[src/rtl/calc_tx_serializer_pkg.sv]
// calc_pkg: shared types and helpers for the result-frame transmitter.
//   tx_state_t : transmit FSM states (idle / shifting a frame out)
//   tx_beats   : number of SBITS-wide beats in a FRAME_BITS-wide frame
//   cnt_width  : counter width able to hold 0..n-1 (never below 1 bit)
`timescale 1ns/1ps
package calc_pkg;

  typedef enum logic {
    TX_IDLE  = 1'b0,
    TX_SHIFT = 1'b1
  } tx_state_t;

  function automatic int tx_beats(input int frame_bits, input int sbits);
    return frame_bits / sbits;
  endfunction

  function automatic int cnt_width(input int n);
    return (n > 1) ? $clog2(n) : 1;
  endfunction

endpackage

[src/rtl/calc_tx_serializer_if.sv]
// calc_tx_serializer_if: load / config / serial-output bundle of the transmitter.
//   master modport : the side that offers frames and configures the divider
//   slave modport  : the transmitter itself
// Signals:
//   ConfigDiv/DivIn         divider write strobe and value (0 is stored as 1)
//   LoadValid/LoadReady     frame handshake, LoadData + LsbFirst captured together
//   Busy                    shifting or a frame waiting in the holding buffer
//   ClkTx/DoutValid/DataOut serial output (receiver samples on ClkTx rise)
//   ConfigErr               one-cycle pulse when a divider write was refused
`timescale 1ns/1ps
interface calc_tx_serializer_if #(
  parameter int FRAME_BITS = 32,
  parameter int SBITS      = 4,
  parameter int DIVW       = 8
);
  logic                  ConfigDiv;
  logic [DIVW-1:0]       DivIn;
  logic                  LoadValid;
  logic                  LoadReady;
  logic [FRAME_BITS-1:0] LoadData;
  logic                  LsbFirst;
  logic                  Busy;
  logic                  ClkTx;
  logic                  DoutValid;
  logic [SBITS-1:0]      DataOut;
  logic                  ConfigErr;

  modport master (
    output ConfigDiv, DivIn, LoadValid, LoadData, LsbFirst,
    input  LoadReady, Busy, ClkTx, DoutValid, DataOut, ConfigErr
  );

  modport slave (
    input  ConfigDiv, DivIn, LoadValid, LoadData, LsbFirst,
    output LoadReady, Busy, ClkTx, DoutValid, DataOut, ConfigErr
  );
endinterface

[src/rtl/calc_tx_serializer_clk_div.sv]
// calc_clk_div: programmable divider for the transmit clock.
//   clk, rst  : system clock, asynchronous active-high reset
//   cfg_we    : write cfg_val into the divider register (0 is stored as 1)
//   cfg_val   : new divider value
//   clear     : restart the half-period count (a frame is being loaded)
//   run       : count only while a frame is shifting
//   tick      : last cycle of a half period of ClkTx (DIV cycles long)
`timescale 1ns/1ps
module calc_clk_div #(
  parameter int DIVW      = 8,
  parameter int DIV_RESET = 1
) (
  input  logic            clk,
  input  logic            rst,
  input  logic            cfg_we,
  input  logic [DIVW-1:0] cfg_val,
  input  logic            clear,
  input  logic            run,
  output logic            tick
);

  if ((DIV_RESET < 1) || (DIV_RESET > (2**DIVW) - 1)) begin : g_bad_div_reset
    $error("DIV_RESET must lie in 1..2**DIVW-1");
  end

  logic [DIVW-1:0] div_reg_q, div_reg_d;
  logic [DIVW-1:0] div_cnt_q, div_cnt_d;

  assign tick = run && (div_cnt_q == (div_reg_q - DIVW'(1)));

  always_comb begin
    div_reg_d = div_reg_q;
    if (cfg_we) begin
      div_reg_d = (cfg_val == '0) ? DIVW'(1) : cfg_val;
    end
    div_cnt_d = div_cnt_q + DIVW'(1);
    if (clear || !run || tick) begin
      div_cnt_d = '0;
    end
  end

  always_ff @(posedge clk or posedge rst) begin
    if (rst) begin
      div_reg_q <= DIVW'(DIV_RESET);
      div_cnt_q <= '0;
    end else begin
      div_reg_q <= div_reg_d;
      div_cnt_q <= div_cnt_d;
    end
  end

endmodule

[src/rtl/calc_tx_serializer.sv]
// calc_tx_serializer: result-frame transmitter.
//   Clk   : system clock, rising edge
//   Reset : asynchronous active-high reset; a frame in flight is dropped
//   bus   : calc_tx_serializer_if.slave (load handshake, divider config, serial out)
// A one-entry holding buffer accepts a frame while the previous one shifts,
// so back-to-back frames go out without a gap. Each beat spends DIV cycles
// with ClkTx low, then DIV cycles high; DataOut only moves on ClkTx fall.
`timescale 1ns/1ps
module calc_tx_serializer
  import calc_pkg::*;
#(
  parameter int FRAME_BITS = 32,
  parameter int SBITS      = 4,
  parameter int DIVW       = 8,
  parameter int DIV_RESET  = 1
) (
  input logic                 Clk,
  input logic                 Reset,
  calc_tx_serializer_if.slave bus
);

  localparam int NB  = tx_beats(FRAME_BITS, SBITS);
  localparam int BCW = cnt_width(NB);

  if ((FRAME_BITS % SBITS) != 0) begin : g_bad_frame
    $error("FRAME_BITS must be a multiple of SBITS");
  end

  tx_state_t             state_q, state_d;
  logic [FRAME_BITS-1:0] shift_q, shift_d;
  logic                  lsb_q, lsb_d;
  logic [BCW-1:0]        beat_cnt_q, beat_cnt_d;
  logic                  clk_tx_q, clk_tx_d;
  logic                  dout_valid_q, dout_valid_d;
  logic [SBITS-1:0]      data_out_q, data_out_d;
  logic                  config_err_q, config_err_d;
  logic                  hold_full_q, hold_full_d;
  logic [FRAME_BITS-1:0] hold_data_q, hold_data_d;
  logic                  hold_lsb_q, hold_lsb_d;

  logic busy;
  logic accept;
  logic load;
  logic cfg_we;
  logic div_tick;

  assign busy   = (state_q != TX_IDLE) || hold_full_q;
  assign accept = bus.LoadValid && !hold_full_q;

  calc_clk_div #(
    .DIVW      (DIVW),
    .DIV_RESET (DIV_RESET)
  ) u_clk_div (
    .clk     (Clk),
    .rst     (Reset),
    .cfg_we  (cfg_we),
    .cfg_val (bus.DivIn),
    .clear   (load),
    .run     (state_q == TX_SHIFT),
    .tick    (div_tick)
  );

  always_comb begin
    state_d     = state_q;
    shift_d     = shift_q;
    lsb_d       = lsb_q;
    beat_cnt_d  = beat_cnt_q;
    clk_tx_d    = clk_tx_q;
    hold_full_d = hold_full_q;
    hold_data_d = hold_data_q;
    hold_lsb_d  = hold_lsb_q;
    load        = 1'b0;

    case (state_q)
      TX_IDLE: begin
        if (hold_full_q) begin
          load = 1'b1;
        end
      end
      TX_SHIFT: begin
        if (div_tick) begin
          if (!clk_tx_q) begin
            // end of low phase: receiver samples on this rise
            clk_tx_d = 1'b1;
          end else if (beat_cnt_q == BCW'(NB - 1)) begin
            // end of the final high phase: chain the held frame or go idle
            if (hold_full_q) begin
              load = 1'b1;
            end else begin
              state_d    = TX_IDLE;
              beat_cnt_d = '0;
              clk_tx_d   = 1'b0;
            end
          end else begin
            beat_cnt_d = beat_cnt_q + BCW'(1);
            clk_tx_d   = 1'b0;
            // the outgoing beat always sits at the end being presented
            shift_d    = lsb_q ? (shift_q >> SBITS) : (shift_q << SBITS);
          end
        end
      end
      default: state_d = TX_IDLE;
    endcase

    // load needs a full buffer and accept needs an empty one, so they never coincide
    if (load) begin
      state_d     = TX_SHIFT;
      shift_d     = hold_data_q;
      lsb_d       = hold_lsb_q;
      beat_cnt_d  = '0;
      clk_tx_d    = 1'b0;
      hold_full_d = 1'b0;
    end else if (accept) begin
      hold_full_d = 1'b1;
      hold_data_d = bus.LoadData;
      hold_lsb_d  = bus.LsbFirst;
    end

    dout_valid_d = (state_d == TX_SHIFT);
    data_out_d   = '0;
    if (dout_valid_d) begin
      data_out_d = lsb_d ? shift_d[SBITS-1:0] : shift_d[FRAME_BITS-1 -: SBITS];
    end

    // divider only changes between frames, so a write while busy is refused
    cfg_we       = bus.ConfigDiv && !busy;
    config_err_d = bus.ConfigDiv && busy;
  end

  always_ff @(posedge Clk or posedge Reset) begin
    if (Reset) begin
      state_q      <= TX_IDLE;
      shift_q      <= '0;
      lsb_q        <= 1'b0;
      beat_cnt_q   <= '0;
      clk_tx_q     <= 1'b0;
      dout_valid_q <= 1'b0;
      data_out_q   <= '0;
      config_err_q <= 1'b0;
      hold_full_q  <= 1'b0;
      hold_data_q  <= '0;
      hold_lsb_q   <= 1'b0;
    end else begin
      state_q      <= state_d;
      shift_q      <= shift_d;
      lsb_q        <= lsb_d;
      beat_cnt_q   <= beat_cnt_d;
      clk_tx_q     <= clk_tx_d;
      dout_valid_q <= dout_valid_d;
      data_out_q   <= data_out_d;
      config_err_q <= config_err_d;
      hold_full_q  <= hold_full_d;
      hold_data_q  <= hold_data_d;
      hold_lsb_q   <= hold_lsb_d;
    end
  end

  assign bus.LoadReady = !hold_full_q;
  assign bus.Busy      = busy;
  assign bus.ClkTx     = clk_tx_q;
  assign bus.DoutValid = dout_valid_q;
  assign bus.DataOut   = data_out_q;
  assign bus.ConfigErr = config_err_q;

endmodule

[src/flat_wrapper.sv]
// flat-port wrapper written by rule: the top's interface ports become plain ports
module calc_tx_serializer_flat import calc_pkg::*;
#(
  parameter int FRAME_BITS = 32,
  parameter int SBITS      = 4,
  parameter int DIVW       = 8,
  parameter int DIV_RESET  = 1
)
  (Clk, Reset, bus_ConfigDiv, bus_DivIn, bus_LoadValid, bus_LoadData, bus_LsbFirst, bus_LoadReady, bus_Busy, bus_ClkTx, bus_DoutValid, bus_DataOut, bus_ConfigErr);
  calc_tx_serializer_if #(.FRAME_BITS(FRAME_BITS), .SBITS(SBITS), .DIVW(DIVW)) bus_i ();
  input logic Clk;
  input logic Reset;
  input wire logic [$bits(bus_i.ConfigDiv)-1:0] bus_ConfigDiv;
  input wire logic [$bits(bus_i.DivIn)-1:0] bus_DivIn;
  input wire logic [$bits(bus_i.LoadValid)-1:0] bus_LoadValid;
  input wire logic [$bits(bus_i.LoadData)-1:0] bus_LoadData;
  input wire logic [$bits(bus_i.LsbFirst)-1:0] bus_LsbFirst;
  output wire logic [$bits(bus_i.LoadReady)-1:0] bus_LoadReady;
  output wire logic [$bits(bus_i.Busy)-1:0] bus_Busy;
  output wire logic [$bits(bus_i.ClkTx)-1:0] bus_ClkTx;
  output wire logic [$bits(bus_i.DoutValid)-1:0] bus_DoutValid;
  output wire logic [$bits(bus_i.DataOut)-1:0] bus_DataOut;
  output wire logic [$bits(bus_i.ConfigErr)-1:0] bus_ConfigErr;
  assign bus_i.ConfigDiv = bus_ConfigDiv;
  assign bus_i.DivIn = bus_DivIn;
  assign bus_i.LoadValid = bus_LoadValid;
  assign bus_i.LoadData = bus_LoadData;
  assign bus_i.LsbFirst = bus_LsbFirst;
  assign bus_LoadReady = bus_i.LoadReady;
  assign bus_Busy = bus_i.Busy;
  assign bus_ClkTx = bus_i.ClkTx;
  assign bus_DoutValid = bus_i.DoutValid;
  assign bus_DataOut = bus_i.DataOut;
  assign bus_ConfigErr = bus_i.ConfigErr;
  calc_tx_serializer #(.FRAME_BITS(FRAME_BITS), .SBITS(SBITS), .DIVW(DIVW), .DIV_RESET(DIV_RESET)) u_core (.Clk(Clk), .Reset(Reset), .bus(bus_i));
endmodule
[config.mk]
export PLATFORM = sky130hd
export DESIGN_NAME = calc_tx_serializer_flat
export DESIGN_NICKNAME = d
export VERILOG_FILES = /design/src/rtl/calc_tx_serializer_pkg.sv /design/src/rtl/calc_tx_serializer_if.sv /design/src/rtl/calc_tx_serializer_clk_div.sv /design/src/rtl/calc_tx_serializer.sv /design/src/flat_wrapper.sv
export SDC_FILE = /design/constraint.sdc
export NUM_CORES = 1
export LEC_CHECK = 0
export ABC_AREA = 1
export CORE_MARGIN = 2
export CORE_UTILIZATION = 32
export CTS_BUF_LIST = sky130_fd_sc_hd__clkbuf_4 sky130_fd_sc_hd__clkbuf_8
export CTS_CLUSTER_DIAMETER = 50
export DETAILED_ROUTE_END_ITERATION = 12
export GPL_ROUTABILITY_DRIVEN = 0
export PLACE_DENSITY_LB_ADDON = 0.3
export SYNTH_ARGS = -nofsm -noshare
export SYNTH_HDL_FRONTEND = slang
export SYNTH_HIERARCHICAL = 1
export SYNTH_SLANG_ARGS = --single-unit
[constraint.sdc]
create_clock -name Clk -period 3.6 [get_ports Clk]
set_clock_uncertainty 0.2 [all_clocks]
set_input_delay 0.9 -clock Clk [delete_from_list [all_inputs] [get_ports Clk]]
set_output_delay 0.9 -clock Clk [all_outputs]
set_load 0.02 [all_outputs]
# After elaboration in Yosys (flattened, before gate mapping)
# Index checks and enable logic that the tools add are counted.
# word_totals
ff_bits	93
inputBits	45
output_inout_bits	9
wordCells	74
# classes
add_sub_neg	3
eq_ne	4
mux	33
n_bitwise	2
n_reduce_logical	19
# op_table
op	n
32-bit 2-to-1 mux	6
3-bit 2-to-1 mux	6
1-bit 2-to-1 mux	16
8-bit 2-to-1 mux	2
8-bit by 1-bit adder with 8-bit output (second input constant)	1
8-bit == test	1
8-bit zero test	1
4-bit 2-to-1 mux	2
4-bit AND reduction	2
2-bit nonzero test	4
8-bit by 1-bit subtractor with 8-bit output (second input constant)	1
1-bit logical AND	4
2-bit AND reduction	2
3-bit by 1-bit adder with 3-bit output (second input constant)	1
3-bit == test (second input constant)	1
1-bit zero test	3
1-bit logical OR	3
3-bit != test (second input constant)	1
2-bit != test (second input constant)	1
1-bit NOT	2
1-bit case mux with 2 select lines	1

# Depth between registers and ports, before layout
# Gate-level depths: netlist (run 1).
# depth
depth_word	8
ltp_mapped	19
ltp_nobuf	19

# Modules after synthesis
# The synthesis (run 1) kept the hierarchy.
# by_module_without_submodules
mod	n_inst	cells_per_inst	area_each_um2	seq_area_each_um2
calc_tx_serializer	1	394	3594.7	1926.8
calc_clk_div	1	147	1024.7	401.6

# Worst setup path after synthesis (run 1)
# OpenSTA, ideal clock, no wires.
# synth_path
kind	reg2reg
start	reg u_core.u_clk_div.div_reg_q[0]
end	reg u_core.u_clk_div.div_cnt_q[0]
setup_time_ns	0.121
arrival_time_ns	2.376
required_time_ns	3.279
setup_slack_ns	0.903
path_stages_with_launch	18
cell_sequence	dfstp_2 > inv_1 > ha_1 > xnor2_1 > nor2_1 > nand2_1 > nor2_1 > nand3_2 > inv_1 > nand2_1 > inv_2 > nand3_2 > nand2_4 > buf_4 > buf_4 > nor2_1 > nand2_4 > nor2_1
# synth_between
elab_chain_cells	8
# synth_lines
item	line_no	rtl
from (decl)	calc_tx_serializer_clk_div.sv:26	logic [DIVW-1:0] div_reg_q, div_reg_d;
from (signal assigned)	calc_tx_serializer_clk_div.sv:44	div_reg_q <= DIVW'(DIV_RESET);
from (signal assigned)	calc_tx_serializer_clk_div.sv:47	div_reg_q <= div_reg_d;
8-bit by 1-bit subtractor with 8-bit output	calc_tx_serializer_clk_div.sv:29	assign tick = run && (div_cnt_q == (div_reg_q - DIVW'(1)));
8-bit == test	calc_tx_serializer_clk_div.sv:29	
1-bit logical AND	calc_tx_serializer_clk_div.sv:29	
net u_core.div_tick	calc_tx_serializer.sv:45	logic div_tick;
1-bit 2-to-1 mux	calc_tx_serializer.sv:81	if (div_tick) begin
1-bit case mux with 2 select lines	calc_tx_serializer.sv:74	case (state_q)
net u_core.load	calc_tx_serializer.sv:43	logic load;
1-bit logical OR (2 in series)	calc_tx_serializer_clk_div.sv:37	if (clear || !run || tick) begin
8-bit 2-to-1 mux	calc_tx_serializer_clk_div.sv:37	
net u_core.u_clk_div.div_cnt_d[0]	calc_tx_serializer_clk_div.sv:27	logic [DIVW-1:0] div_cnt_q, div_cnt_d;
to (signal assigned)	calc_tx_serializer_clk_div.sv:48	div_cnt_q <= div_cnt_d;
to (decl)	calc_tx_serializer_clk_div.sv:27	
# The timed path passes the listed nets, and every way through them passes these cells.
# A chain may end at the register's enable or synchronous reset.

# Final worst setup path (run 1)
# layout_path
start	reg u_core.u_clk_div.div_reg_q[0]
end	reg u_core.shift_q[6]
# layout_between
elab_chain_cells	7
# layout_lines
item	line_no	rtl
8-bit by 1-bit subtractor with 8-bit output (*)	calc_tx_serializer_clk_div.sv:29	
8-bit == test (*)	calc_tx_serializer_clk_div.sv:29	
1-bit logical AND (*)	calc_tx_serializer_clk_div.sv:29	
net u_core.div_tick	calc_tx_serializer.sv:45	
1-bit 2-to-1 mux	calc_tx_serializer.sv:81	
1-bit case mux with 2 select lines	calc_tx_serializer.sv:74	
2-bit != test (no line) or 2-bit nonzero test (tied branches)	-	
4-bit AND reduction (no line)	-	
to (signal assigned)	calc_tx_serializer.sv:145	shift_q <= shift_d;
to (decl)	calc_tx_serializer.sv:30	logic [FRAME_BITS-1:0] shift_q, shift_d;
# Mark *: on every way through the listed nets, which the timed path passes. The rest lies on a longest branch.

==> results of run 1 <==
[layer usage]
layer	part of all wire, %	track usage [%]	up-vias	routed length (um)
met2	49	24.4	57	5030
met4	0.85	3.79	0	87
met3	4.1	4.12	5	415
li1	-	-	1833	-
met5	0	0	-	0
met1	46	17.9	1702	4650
[metrics by stage]
step	util (%)	instance area, um^2	setup slack (ns)
3_5_place_dp	38.0	5320	0.436
3_3_place_gp	38.0	5320	0.540
5_1_grt	39.3	5490	0.105
4_1_cts	39.3	5490	0.360
6_report	39.3	5490	0.396
2_1_floorplan	-	4620	0.533
[path summary, 6_finish.rpt]
path | to | slack (ns) | depth (start not counted)
hold reg to reg | u_core/shift_q[10]$_DFFE_PP0P_ | 0.30 | 2
max in group asynchronous | u_core/shift_q[6]$_DFFE_PP0P_ | 1.74 | 3
hold / removal | u_core/shift_q[10]$_DFFE_PP0P_ | 0.30 | 2
setup reg to reg | u_core/shift_q[6]$_DFFE_PP0P_ | 0.40 | 15
setup / recovery | u_core/shift_q[6]$_DFFE_PP0P_ | 0.40 | 15
min in group asynchronous | u_core/u_clk_div/div_reg_q[1]$_DFFE_PP0P_ | 0.76 | 2
[final cells by class]
class,instances,area (um^2)
well taps,180,225
clock inverters,6,46.3
fillers,1461,8500
inverters,56,210
flip-flops and latches,93,2330
clock buffers,10,131
repair buffers,56,566
multi-input cells,375,1990
[critical path: cells and delay by family, from the launching register on]
family,cells,cell delay (ns)
fa+ha+maj,1,0.32
flops,1,0.55
simple gates,8,1.18
xor+xnor,1,0.16
compound gates,1,0.24
buf+inv,4,0.47
[registers in the layout (all words and copies together) (netlist names), 3 cells and up]
| signal | flops |
|---|---|
| u_core/hold_data_q | 32 |
| u_core/beat_cnt_q | 3 |
| u_core/shift_q | 32 |
| u_core/u_clk_div/div_cnt_q | 8 |
| u_core/u_clk_div/div_reg_q | 8 |
| u_core/bus.DataOut | 4 |
[cells in the mapped netlist, types with 5 or more instances]
cell / count / share of area (%)
a21oi_1: 18 / 2.0
buf_2: 10 / 1.1
dfrtp_1: 92 / 50
ha_1: 5 / 1.4
inv_1: 50 / 4.1
inv_2: 6 / 0.49
mux2_2: 30 / 7.3
nand2_1: 164 / 13
nand2_2: 6 / 0.81
nand3_1: 23 / 2.5
nor2_1: 43 / 3.5
nor2_2: 6 / 0.81
o211ai_1: 6 / 0.98
o21ai_0: 39 / 4.2
o21ai_1: 5 / 0.54
xnor2_1: 5 / 0.95
xor2_1: 5 / 0.95
[logic make-up after synthesis]
kind of cell | after synthesis
AOI/OAI and AO/OA | 76
xor gates and xnor gates | 10
adders and majority gates | 5
buffers and inverters | 73
DFF | 93
muxes | 30
and+or+nand+nor | 254
[power breakdown]
group          switching [mW]  total [mW]  leakage, nW  internal, mW
clock network           0.385       0.649       0.0867         0.264
registers               0.158        1.43         1.16          1.27
logic                   0.281       0.576         1.27         0.295
==> impl_metrics.env, run 1 <==
export IMPL_status="complete, no violations"
export IMPL_layout_commonest_cell="nand2_1"
export IMPL_drtAntennaViolNets=0
export IMPL_synth_avg_cell_area_um2=8.54
export IMPL_synth_edf_count=0
export IMPL_dpl_hpwl_um=7420
export IMPL_grt_pass1_wl_um=17000
export IMPL_finalHoldWorstSlack_ns=0.303
export IMPL_ir_drop_v=0.000234
export IMPL_vias_per_cell=4.64
export IMPL_final_nets=641
export IMPL_die_w_um=124
export IMPL_grt_overflow=0
export IMPL_yosysSeqAreaShare_pct=50.4
export IMPL_syn_nets=591
export IMPL_diodes=0
export IMPL_synthFlopType="dfrtp_1"
export IMPL_coreArea_um2=14000
export IMPL_cts_made_buffers=9
export IMPL_firstDrtPassIters=4
export IMPL_hold_class="reg2reg"
export IMPL_instances_no_fill=776
export IMPL_routed_wl_um=10200
export IMPL_grt_pass1_vias=3578
export IMPL_area_growth_pct=18.9
export IMPL_synthArstFlopShare_pct=100
export IMPL_ios=54
export IMPL_worstSetupEndpointType="flop"
export IMPL_clk_path_buf_depth=2
export IMPL_die_y_um=124
export IMPL_htree_num_levels=3
export IMPL_synth_xor_area_share_pct=1.90
export IMPL_clock_latency_ns=0.38
export IMPL_r2r_start="u_core/u_clk_div/div_reg_q[0]$_DFFE_PP1P_"
export IMPL_grtUsageTotal_pct=14.4
export IMPL_rows=43
export IMPL_ctsResizeCount=0
export IMPL_muxShareOfSynthArea_pct=7.31
export IMPL_powerDensity_nw_per_um2=483
export IMPL_drive_gt1_share_pct=13.3
export IMPL_synth_seq_cells=93
export IMPL_crit_start="u_core/u_clk_div/div_reg_q[0]$_DFFE_PP1P_"
export IMPL_cts_hold_buf=0
export IMPL_antenna_found_initial=0
export IMPL_synth_fa_ha_area_share_pct=1.35
export IMPL_die_area_um2=15400
export IMPL_synth_compound_area_share_pct=9.13
export IMPL_critical_path_max_stage_delay_ns=0.55
export IMPL_hp_start="u_core/hold_data_q[10]$_DFFE_PP0P_"
export IMPL_rsz0062_at_grt="false"
export IMPL_path_clk_slew_ns=0.09
export IMPL_clock_fmax_ghz=0.312
export IMPL_tns_ns=0
export IMPL_drv_slew=0
export IMPL_cts_setup_buffers=0
export IMPL_tightest_slew_ns=0.823
export IMPL_maxCapViolCount=0
export IMPL_vias=3597
export IMPL_wire_per_inst_um=13.1
export IMPL_cpMostUsedCell="inv_1"
export IMPL_initialDrtViolationCount=233
export IMPL_crit_type="reg2reg"
export IMPL_synth_simple_area_share_pct=23.3
export IMPL_cts_sinks=93
export IMPL_p_leak_nw=2.52
export IMPL_cts_tree="done"
export IMPL_ys_types=33
export IMPL_cp_start_kind="flop"
export IMPL_cts_root_buffer="clkbuf_8"
export IMPL_grt_max_degree=49
export IMPL_drcViolationCount=0
export IMPL_hold_viol_final=0
export IMPL_dp_cells=760
export IMPL_maxSlewHeadroom_pct=45.0
export IMPL_synth_area_um2=4620
export IMPL_portBuffers=53
export IMPL_setup_violations=0
export IMPL_start_util_pct=33.0
export IMPL_synth_top_family_by_area="simple AND/OR/NAND/NOR gates"
export IMPL_slowest_stage="dfstp_2"
export IMPL_layout_common_cells="nand2_1, dfrtp_1, clkdlybuf4s50_1, inv_1, nor2_1"
export IMPL_power_mw=2.65
export IMPL_worstPathArrival_ns=3.28
export IMPL_worst_ep_required_time_ns=3.68
export IMPL_path_max_fanout=35
export IMPL_crit_chain="inv_1 -> ha_1 -> xnor2_1 -> nor2_1 -> nand2_1 -> nor2_1 -> nand3_2 -> inv_1 -> nand2_1 -> inv_2 -> nand3_2 -> nand2_4 -> nor2_4 -> inv_1 -> o211ai_1"
export IMPL_yosys_warnings=6
export IMPL_finalCriticalPeriod_ns=3.20
export IMPL_period_share_pct=89.0
export IMPL_syn_inst=541
Note: power is estimated with default switching activity, not from simulation.
==> inputs of run 2 (changes only) <==
--- a/config.mk
+++ b/config.mk
@@ -12,7 +12,7 @@
 export CTS_CLUSTER_DIAMETER = 50
 export DETAILED_ROUTE_END_ITERATION = 12
 export GPL_ROUTABILITY_DRIVEN = 0
-export PLACE_DENSITY_LB_ADDON = 0.3
+export PLACE_DENSITY = 0.62
 export SYNTH_ARGS = -nofsm -noshare
 export SYNTH_HDL_FRONTEND = slang
 export SYNTH_HIERARCHICAL = 1
==> run 2 against run 1 <==
  * Setup slack got worse by 0.018 ns
  * Worst hold slack improved by 0.0032 ns
  * Global-route usage is 0.40 points higher
  * Fmax decreased by 0.56%
  * Sequential share of layout area is essentially flat
  * Register-to-register slack worse by 0.02 ns
  * Flip-flop and latch count unchanged
  * First-iteration DRC count increased by 12%
  * Largest cell class unchanged
  * Highest routed layer unchanged
==> impl_metrics.env, run 2 (same netlist as run 1, synthesis figures left out) <==
export IMPL_rsz0062_at_grt="false"
export IMPL_reg_top3="u_core/hold_data_q (32), u_core/shift_q (32)"
export IMPL_drtAntennaViolNets=0
export IMPL_die_y_um=124
export IMPL_initialDrtViolationCount=260
export IMPL_setup_violations=0
export IMPL_ios=54
export IMPL_cp_start_kind="flop"
export IMPL_diodes=0
export IMPL_hold_class="reg2reg"
export IMPL_p_leak_nw=2.53
export IMPL_worstSetupEndpointType="flop"
export IMPL_powerDensity_nw_per_um2=485
export IMPL_worstPathArrival_ns=3.32
export IMPL_grtUsageTotal_pct=14.8
export IMPL_reg2reg_to="u_core/shift_q[27]$_DFFE_PP0P_"
export IMPL_cts_root_buffer="clkbuf_8"
export IMPL_layout_common_cells="nand2_1, dfrtp_1, clkdlybuf4s50_1, inv_1, nor2_1"
export IMPL_holdPathEnd="u_core/shift_q[10]$_DFFE_PP0P_"
export IMPL_cts_setup_buffers=0
export IMPL_coreArea_um2=14000
export IMPL_worst_ep_required_time_ns=3.69
export IMPL_hp_start="u_core/hold_data_q[10]$_DFFE_PP0P_"
export IMPL_firstDrtPassIters=5
export IMPL_dpl_hpwl_um=7420
export IMPL_cts_hold_buf=0
export IMPL_cts_made_buffers=9
export IMPL_grt_pass1_vias=3722
export IMPL_hold_depth=2
export IMPL_r2r_slack_ns=0.38
export IMPL_crit_type="reg2reg"
export IMPL_place_ws_ns=0.380
export IMPL_path_clk_slew_ns=0.09
export IMPL_htree_num_levels=3
export IMPL_die_area_um2=15400
export IMPL_status="complete, no violations"
export IMPL_ctsResizeCount=0
export IMPL_tightest_slew_ns=0.854
export IMPL_maxSlewHeadroom_pct=42.9
export IMPL_wire_per_inst_um=13.4
export IMPL_rows=43
export IMPL_area_growth_pct=19.0
export IMPL_hold_viol_final=0
export IMPL_r2r_start="u_core/u_clk_div/div_reg_q[0]$_DFFE_PP1P_"
export IMPL_vias=3725
export IMPL_grt_overflow=0
export IMPL_path_max_fanout=35
export IMPL_multi_input_area_um2=1990
export IMPL_routed_wl_um=10400
export IMPL_drcViolationCount=0
export IMPL_drive_gt1_share_pct=13.3
export IMPL_grt_max_degree=78
export IMPL_ir_drop_v=0.000222
export IMPL_start_util_pct=33.0
export IMPL_tns_ns=0
export IMPL_finalCriticalPeriod_ns=3.22
export IMPL_final_nets=641
export IMPL_instances_no_fill=776
export IMPL_regArea_um2=2330
export IMPL_setup_ws_ns=0.378
export IMPL_antenna_found_initial=0
export IMPL_die_w_um=124
export IMPL_cts_tree="done"
export IMPL_cts_sinks=93
export IMPL_period_share_pct=89.5
export IMPL_drv_slew=0
export IMPL_power_mw=2.67
export IMPL_maxCapViolCount=0
export IMPL_reg2reg_depth=15
export IMPL_portBuffers=53
export IMPL_clock_fmax_ghz=0.310
export IMPL_clk_path_buf_depth=2
export IMPL_grt_pass1_wl_um=17700
export IMPL_clock_latency_ns=0.38
export IMPL_dp_cells=760
export IMPL_layout_commonest_cell="nand2_1"
export IMPL_fill_cells=1419
export IMPL_vias_per_cell=4.80
[run 2: changes by cell type in the layout (fill, tap and decap cells not counted), sizes merged]
cell    previous run  this run
clkbuf            10         9
inv               58        59
[run 2: layout make-up]
cell class              instances  area share, %
clock inverters                 7           1.02
multi-input cells             375           36.1
clock buffers                   9           2.25
inverters                      56           3.83
well taps                     180           4.10
repair buffers                 56           10.3
flip-flops and latches         93           42.4
[run 2: worst max-delay path by stage]
stage	slack, ns	from	cells after the start	to
2_1_floorplan	0.53	Reset	1	u_core/beat_cnt_q[0]$_DFFE_PP0P_
3_3_place_gp	0.54	u_core/u_clk_div/div_reg_q[0]$_DFFE_PP1P_	15	u_core/shift_q[9]$_DFFE_PP0P_
3_5_place_dp	0.38	u_core/u_clk_div/div_reg_q[0]$_DFFE_PP1P_	15	u_core/shift_q[27]$_DFFE_PP0P_
4_1_cts	0.36	u_core/u_clk_div/div_reg_q[0]$_DFFE_PP1P_	15	u_core/shift_q[27]$_DFFE_PP0P_
5_1_grt	0.03	u_core/u_clk_div/div_reg_q[0]$_DFFE_PP1P_	17	u_core/shift_q[27]$_DFFE_PP0P_
6_report	0.38	u_core/u_clk_div/div_reg_q[0]$_DFFE_PP1P_	15	u_core/shift_q[27]$_DFFE_PP0P_
[run 2: where the power goes]
part | switching (mW) | internal (mW) | total, mW
sequential | 0.160 | 1.27 | 1.43
clock | 0.396 | 0.260 | 0.656
combinational | 0.287 | 0.295 | 0.582
[run 2: critical path, cell delays in order, from the launching register on]
cell and delay (ns):
dfstp_2 0.55, inv_1 0.09, ha_1 0.31, xnor2_1 0.15, nor2_1 0.07, nand2_1 0.06, nor2_1 0.05, nand3_2 0.08
inv_1 0.07, nand2_1 0.10, inv_2 0.07, nand3_2 0.10, nand2_4 0.25, nor2_4 0.51, inv_1 0.25, o21ai_0 0.24
[run 2: metrics by stage]
stage	utilization (%)	instance area (um^2)	hold WS, ns
finish	39.3	5500	0.306
CTS	39.3	5500	0.307
global route	39.3	5500	0.334
detailed placement	38.0	5320	0.278
floorplan	-	4620	0.257
global placement	38.0	5320	0.279
[run 2: metal layers]
| metal | global-route usage (%) | share of wire [%] |
|---|---|---|
| met3 | 3.85 | 5.6 |
| met1 | 18.5 | 44 |
| met5 | 0 | 0 |
| met2 | 24.1 | 48 |
| met4 | 6.18 | 2.2 |
==> inputs of run 3 (changes only) <==
--- a/config.mk
+++ b/config.mk
@@ -11,8 +11,8 @@
 export CTS_BUF_LIST = sky130_fd_sc_hd__clkbuf_4 sky130_fd_sc_hd__clkbuf_8
 export CTS_CLUSTER_DIAMETER = 50
 export DETAILED_ROUTE_END_ITERATION = 12
-export GPL_ROUTABILITY_DRIVEN = 0
-export PLACE_DENSITY = 0.62
+export MAX_ROUTING_LAYER = met4
+export PLACE_DENSITY = 0.6
 export SYNTH_ARGS = -nofsm -noshare
 export SYNTH_HDL_FRONTEND = slang
 export SYNTH_HIERARCHICAL = 1
==> run 3 against run 2 <==
  * First-iteration DRC count increased by 11%
  * Utilization increased by 0.25 points
  * Design area grew 0.64%
  * Sequential share of layout area is 0.27 points lower
  * Global-route usage up 0.084 points
  * Routed wire length shrank 0.49%
  * Via count fell by 2.6%
  * Worst hold slack worse by 0.0054 ns
  * Critical path depth unchanged
  * Flip-flop and latch count did not move
  * Critical endpoint is now u_core/shift_q[5]$_DFFE_PP0P_
  * Power up 2.3%
  * Fmax grew 3.9%
==> impl_metrics.env, run 3 (same netlist as run 1, synthesis figures left out) <==
export IMPL_setup_ws_ns=0.498
export IMPL_routed_wl_um=10400
export IMPL_layout_common_cells="nand2_1, dfrtp_1, clkdlybuf4s50_1, inv_1, nor2_1"
export IMPL_tns_ns=0
export IMPL_start_util_pct=33.0
export IMPL_maxCapViolCount=0
export IMPL_grt_max_degree=78
export IMPL_p_seq_share_pct=52.4
export IMPL_cts_tree="done"
export IMPL_diodes=0
export IMPL_path_max_fanout=25
export IMPL_grt_pass1_vias=3606
export IMPL_setup_violations=0
export IMPL_p_sw_mw=0.829
export IMPL_layout_commonest_cell="nand2_1"
export IMPL_swShare_pct=30.4
export IMPL_die_w_um=124
export IMPL_antenna_found_initial=0
export IMPL_crit_type="reg2reg"
export IMPL_reg_top3="u_core/hold_data_q (32), u_core/shift_q (32)"
export IMPL_clock_fmax_ghz=0.322
export IMPL_finalCriticalPeriod_ns=3.10
export IMPL_combPwrFrac_pct=21.2
export IMPL_htree_num_levels=3
export IMPL_drcViolationCount=0
export IMPL_ctsResizeCount=0
export IMPL_clk_path_buf_depth=2
export IMPL_vias=3630
export IMPL_grtUsageTotal_pct=14.9
export IMPL_worst_ep_required_time_ns=3.69
export IMPL_drv_slew=0
export IMPL_die_area_um2=15400
export IMPL_path_clk_slew_ns=0.10
export IMPL_cts_root_buffer="clkbuf_8"
export IMPL_tightest_slew_ns=0.815
export IMPL_grt_pass1_wl_um=17200
export IMPL_firstDrtPassIters=5
export IMPL_hold_class="reg2reg"
export IMPL_maxSlewHeadroom_pct=45.5
export IMPL_period_share_pct=86.2
export IMPL_globalplace_congestion=0.866
export IMPL_drtAntennaViolNets=0
export IMPL_p_clk_share_pct=26.5
export IMPL_finalHoldWorstSlack_ns=0.301
export IMPL_cts_hold_buf=0
export IMPL_worstSetupEndpointType="flop"
export IMPL_grt_overflow=0
export IMPL_area_growth_pct=19.7
export IMPL_vias_per_cell=4.67
export IMPL_dpl_hpwl_um=7530
export IMPL_cts_sinks=93
export IMPL_drive_gt1_share_pct=13.5
export IMPL_worstPathArrival_ns=3.19
export IMPL_p_leak_nw=2.55
export IMPL_p_int_mw=1.90
export IMPL_powerDensity_nw_per_um2=493
export IMPL_cts_setup_buffers=0
export IMPL_ir_drop_v=0.000196
export IMPL_cts_made_buffers=9
export IMPL_wire_per_inst_um=13.3
export IMPL_rows=43
export IMPL_portBuffers=53
export IMPL_initialDrtViolationCount=289
export IMPL_clock_latency_ns=0.38
export IMPL_cp_start_kind="flop"
export IMPL_hold_viol_final=0
export IMPL_ios=54
export IMPL_final_nets=643
export IMPL_coreArea_um2=14000
export IMPL_status="complete, no violations"
export IMPL_rsz0062_at_grt="false"
export IMPL_place_ws_ns=0.503
export IMPL_die_y_um=124
run 3: cell types whose count changed in the layout (fill, tap and decap cells not counted):
cell        previous run  this run
bufinv_16              0         1
clkinv_2               2         1
clkinv_4               0         1
buf_4                  2         4
clkinvlp_4             2         1
inv_8                  2         0
inv_6                  1         2
clkbuf_4               0         1
run 3: worst paths after layout:
check,slack [ns],start,cells after the start,endpoint
max,0.50,u_core/u_clk_div/div_reg_q[0]$_DFFE_PP1P_,15,u_core/shift_q[5]$_DFFE_PP0P_
min,0.30,u_core/shift_q[24]$_DFFE_PP0P_,2,u_core/shift_q[24]$_DFFE_PP0P_
max reg2reg,0.50,u_core/u_clk_div/div_reg_q[0]$_DFFE_PP1P_,15,u_core/shift_q[5]$_DFFE_PP0P_
min reg2reg,0.30,u_core/shift_q[24]$_DFFE_PP0P_,2,u_core/shift_q[24]$_DFFE_PP0P_
max in group asynchronous,2.02,Reset,2,u_core/u_clk_div/div_cnt_q[1]$_DFF_PP0_
min in group asynchronous,0.75,Reset,3,u_core/bus.ConfigErr$_DFF_PP0_
run 3: power by group through the flow:
stage	sequential, mW	combinational (mW)	clock (mW)
after floorplan	1.41	0.403	0
after global placement	1.45	0.573	0
after detailed placement	1.45	0.586	0
after CTS	1.43	0.589	0.749
after global routing	1.46	0.647	0.794
final	1.43	0.577	0.721
run 3: metal layers:
metal  global-route usage, %  share of wire, %  wire, um  vias to the layer above
met5                       -                 0         0                        -
met1                    18.3                46      4740                     1705
li1                        -                 -         -                     1840
met3                    3.62               4.5       471                       14
met4                    5.13               1.7       181                        0
met2                    23.9                48      4960                       71
run 3: layout make-up:
class,instances,area [um^2]
repair buffers,58,581
flip-flops and latches,93,2330
fillers,1433,8460
multi-input cells,375,1990
clock buffers,10,131
well taps,180,225
inverters,56,210
clock inverters,6,68.8
run 3: worst max-delay path, stage by stage (launching register included):
cell	delay [ns]
dfstp_2	0.55
inv_1	0.09
ha_1	0.31
xnor2_1	0.14
nor2_1	0.06
nand2_1	0.07
nor2_1	0.05
nand3_2	0.08
inv_1	0.07
nand2_1	0.11
inv_2	0.07
nand2_2	0.22
inv_2	0.11
nor2_4	0.42
inv_1	0.23
o211ai_1	0.23
run 3: per-stage QoR:
stage / power, mW / util, % / instance area, um^2 / cells
floorplan: 1.82 / - / 4620 / 541
global placement: 2.02 / 38.1 / 5330 / 762
detailed placement: 2.04 / 38.1 / 5330 / 762
CTS: 2.77 / 39.5 / 5530 / 778
global route: 2.90 / 39.5 / 5530 / 778
finish: 2.73 / 39.5 / 5530 / 778
